## config.mk

```make
export PLATFORM = sky130hd
export DESIGN_NAME = full_subtractor_core
export DESIGN_NICKNAME = d
export VERILOG_FILES = /design/src/rtl/full_subtractor_core.sv
export SDC_FILE = /design/constraint.sdc
export NUM_CORES = 1
export LEC_CHECK = 0
export CORE_AREA = 4 4 41 43
export CTS_CLUSTER_SIZE = 40
export DETAILED_ROUTE_END_ITERATION = 16
export DIE_AREA = 0 0 45 47
export GPL_TIMING_DRIVEN = 0
export PLACE_DENSITY = 0.33
export SYNTH_ARGS = -nofsm -noshare
export SYNTH_HDL_FRONTEND = slang
export SYNTH_SLANG_ARGS = --single-unit
```

## constraint.sdc

```tcl
create_clock -name clk -period 1.3 [get_ports clk]
set_clock_uncertainty 0.2 [all_clocks]
set_input_delay 0.195 -clock clk [delete_from_list [all_inputs] [get_ports clk]]
set_output_delay 0.195 -clock clk [all_outputs]
set_load 0.01 [all_outputs]
```

## src/rtl/full_subtractor_core.sv

```systemverilog
// Registered ripple-borrow full subtractor: D = A - B - Ci, Co = borrow-out.
// Optional registered Z/V flags when FULL_SUBTRACTOR_FLAGS_EN is defined.

module full_subtractor_cell (
   input  logic i_a,
   input  logic i_b,
   input  logic i_bin,
   output logic o_d,
   output logic o_bout
);

   logic w_axb;

   assign w_axb  = i_a ^ i_b;
   assign o_d    = w_axb ^ i_bin;
   assign o_bout = (~i_a & i_b) | (~w_axb & i_bin);

endmodule

module full_subtractor_core #(
   parameter int WIDTH = 1
) (
   input  logic             clk,
   input  logic             rst_n,
   input  logic             in_valid,
   input  logic [WIDTH-1:0] A,
   input  logic [WIDTH-1:0] B,
   input  logic             Ci,
   output logic             out_valid,
   output logic [WIDTH-1:0] D,
`ifdef FULL_SUBTRACTOR_FLAGS_EN
   output logic             Co,
   output logic             Z,
   output logic             V
`else
   output logic             Co
`endif
);

   logic [WIDTH:0]   w_bin;
   logic [WIDTH-1:0] w_d;

   logic             r_valid;
   logic [WIDTH-1:0] r_d;
   logic             r_co;

   assign w_bin[0] = Ci;

   // Combinational ripple chain; only the output stage is registered.
   for (genvar g = 0; g < WIDTH; g++) begin : g_cell
      full_subtractor_cell u_cell (
         .i_a    (A[g]),
         .i_b    (B[g]),
         .i_bin  (w_bin[g]),
         .o_d    (w_d[g]),
         .o_bout (w_bin[g+1])
      );
   end

   // Operands are only sampled under in_valid, so idle X never loads.
   always_ff @(posedge clk or negedge rst_n) begin
      if (!rst_n) begin
         r_valid <= 1'b0;
         r_d     <= '0;
         r_co    <= 1'b0;
      end else begin
         r_valid <= in_valid;
         if (in_valid) begin
            r_d  <= w_d;
            r_co <= w_bin[WIDTH];
         end
      end
   end

   assign out_valid = r_valid;
   assign D         = r_d;
   assign Co        = r_co;

`ifdef FULL_SUBTRACTOR_FLAGS_EN
   logic w_z;
   logic w_v;
   logic r_z;
   logic r_v;

   assign w_z = (w_d == '0);
   assign w_v = (A[WIDTH-1] != B[WIDTH-1]) &
                (w_d[WIDTH-1] != A[WIDTH-1]);

   always_ff @(posedge clk or negedge rst_n) begin
      if (!rst_n) begin
         r_z <= 1'b0;
         r_v <= 1'b0;
      end else if (in_valid) begin
         r_z <= w_z;
         r_v <= w_v;
      end
   end

   assign Z = r_z;
   assign V = r_v;
`endif

endmodule

```

==> run_results.csv <==
group,metric,value,unit
outcome,status,"finished, final reports clean",
logic_synthesis,synth_top_area_share,59.4,%
pwr,pwr-share-seq,33.4,%
timing,post-route-period-util,96.6,%
global_routing,grt_max_degree,5,
pwr,sw_frac_of_total,22.3,%
floorplanning,rows,13,
finish,syn_to_final_growth,103,%
critical_path,r2r_cells,1,
timing,worst_pin_slew,0.154,ns
timing,timing_hold_violations_final,0,
critical_path,cp-start-kind,"input pin",
global_routing,track_usage,4.69,%
route,wl_per_cell,7.78,um
logic_synthesis,synth.distinct_cells,6,
global_routing,antenna_found_initial,0,
logic_synthesis,yosys_warnings,0,
hold_path,min_from,"A",
critical_path,crit_path_end_kind,"register",
floorplanning,dieArea,0.00212,mm2
cts,clockRootBuffer,"clkbuf_4",
hold_path,min_path_cells,3,
finish,final_core_util,19.7,%
global_routing,grt_pass1_vias,156,
finish,seq_area,75.1,um2
logic_synthesis,synthTopCellsByArea,"dfrtp_1 (59%), fa_1 (16%), mux2_4 (12%)",
timing,rsz0062_at_grt,"no",
pwr,max-vdd-ir-drop,0.210,mV
route,drc,0,
finish,multi_input_area,43.8,um2
critical_path,critPathKind,"input pin to register",
global_routing,grt-ovfl-total,0,
route,drtIter0Drc,1,
logic_synthesis,synthesis.area,126,um2
logic_synthesis,yosysSeqAreaShare,59.4,%
logic_synthesis,yosys_register_bits,3,
critical_path,cp_max_fo,1,
finish,n_antenna_cell,0,
timing,drv_slew,0,
cts,htreeDepth,1,
cts,cts_made_buffers,3,
finish,layout-drive-gt1-share,18.2,%
floorplanning,die_height,47,um
cts,clock_sinks,3,
route,drt-total-wl,288,um
floorplanning,io_pins,9,
timing,maxSlewHeadroom,89.7,%
cts,clock_path_buffers,2,
pwr,p_clk_share,49.0,%
pwr,p_total,331,uW
timing,max_freq,796,MHz
pwr,p_switching,73.8,uW
pwr,power.leakage,0.121,nW
floorplanning,die_w,45,um
logic_synthesis,postSynthCellCount,9,
cts,insertion_delay,0.23,ns
logic_synthesis,syn_area_per_cell,14.0,um2
critical_path,crit_required,1.21,ns
cts,path_clk_slew,0.04,ns
place,numPortBuffers,8,
pwr,p_int,257,uW
route,via_count,111,
floorplanning,start_util,9.71,%
run,drv_cap,0,
global_routing,grt_pass1_wl,579,um
route,ant_nets,0,
critical_path,arrival,1.17,ns
floorplanning,core-area,0.00130,mm2
place,gp_congestion,0.627,
finish,nets,30,
timing,setup_viol,0,
hold_path,hold_end,"Co",
cts,cts_tree,"yes",
pwr,powerDensity,1290,mW/mm2
critical_path,r2r_slack,0.35,ns
logic_synthesis,synth_area_leader_cell,"dfrtp_1",
route,dr.pass1.iters,2,
route,viasPerCell,3.00,
logic_synthesis,synth_nets,16,
pwr,combPwrFrac,17.7,%
critical_path,r2r-start,"D",
hold_path,min-delay-path-class,"input pin to register",
critical_path,rr_endpoint,"D",
finish,fillCellCount,156,
timing,min_period,1.26,ns
[Yosys cell counts]
| cell | instances |
|---|---|
| fa_1 | 1 |
| mux2_4 | 1 |
| a21oi_1 | 1 |
| nor2_1 | 1 |
| dfrtp_1 | 3 |
| inv_1 | 2 |
[power by group through the flow]
stage / registers (mW) / logic (mW) / clock network (mW)
floorplan: 0.117 / 0.0171 / 0
global placement: 0.112 / 0.0658 / 0
detailed placement: 0.112 / 0.0662 / 0
CTS: 0.111 / 0.0576 / 0.172
global route: 0.113 / 0.0664 / 0.177
finish: 0.111 / 0.0585 / 0.162
[per-layer routing]
metal / up-vias / GRT usage (%) / routed length [um]
met1: 46 / 3.93 / 124
met2: 11 / 5.93 / 87
li1: 52 / - / -
met3: 2 / 3.45 / 58
met4: 0 / 7.02 / 17
met5: - / 0 / 0
[cell usage in the layout (no fill, tap or decap)]
cell             instances
inv_1                    2
clkdlybuf4s50_1          2
a21oi_1                  1
clkdlybuf4s15_1          2
mux2_4                   1
dlygate4sd3_1            1
dlygate4sd2_1            4
fa_1                     1
clkbuf_1                 1
dfrtp_1                  3
clkbuf_4                 3
nor2_1                   1
[state kept, by name (all words and copies together), names as in the netlist]
register	cells
Co	1
D	1
out_valid	1
[repair_timing]
item | CTS | global route
endpoints found under the setup margin | 4 | 2
hold buffers | 1 | 0
setup buffers | 0 | 0
pin swaps | 1 | 0
gates resized for setup | 6 | 2
endpoints found under the hold margin | 3 | 0
[critical path, cell delays in order]
cell           delay, ns
dlygate4sd2_1       0.25
fa_1                0.47
mux2_4              0.26
[stage by stage]
step	TNS [ns]	instances	setup WS (ns)	instance area, um2	hold slack (ns)
after floorplan	0	9	0.0631	126	-0.301
after global placement	-0.631	32	-0.418	225	0.189
after detailed placement	-0.652	32	-0.431	225	0.189
after CTS	0	37	0.00483	254	0.279
after global routing	0	37	0.000576	256	0.329
final	0	37	0.0436	256	0.284
[final cells by class]
| type | count | area share (%) |
|---|---|---|
| flip-flops and latches | 3 | 29.3 |
| repair buffers | 9 | 33.2 |
| inverters | 2 | 2.93 |
| clock buffers | 4 | 10.2 |
| multi-input cells | 4 | 17.1 |
| well taps | 15 | 7.32 |
[how the worst max path moves through the flow]
| stage | startpoint | to | slack, ns | cells after the start |
|---|---|---|---|---|
| 6_report | A | D | 0.04 | 3 |
| 5_1_grt | A | D | 0.0006 | 3 |
| 4_1_cts | D | D | 0.005 | 1 |
| 3_5_place_dp | B | D | -0.43 | 4 |
| 3_3_place_gp | B | D | -0.42 | 4 |
| 2_1_floorplan | B | D | 0.06 | 3 |
[cell families after synthesis]
kind of cell / count (synthesis) / share of synthesized area (%)
flops: 3 / 59.4
buf+inv: 2 / 5.94
compound gates: 1 / 3.96
mux: 1 / 11.9
fa+ha+maj: 1 / 15.8
simple gates: 1 / 2.97
Power figures use the tool's default switching activity.
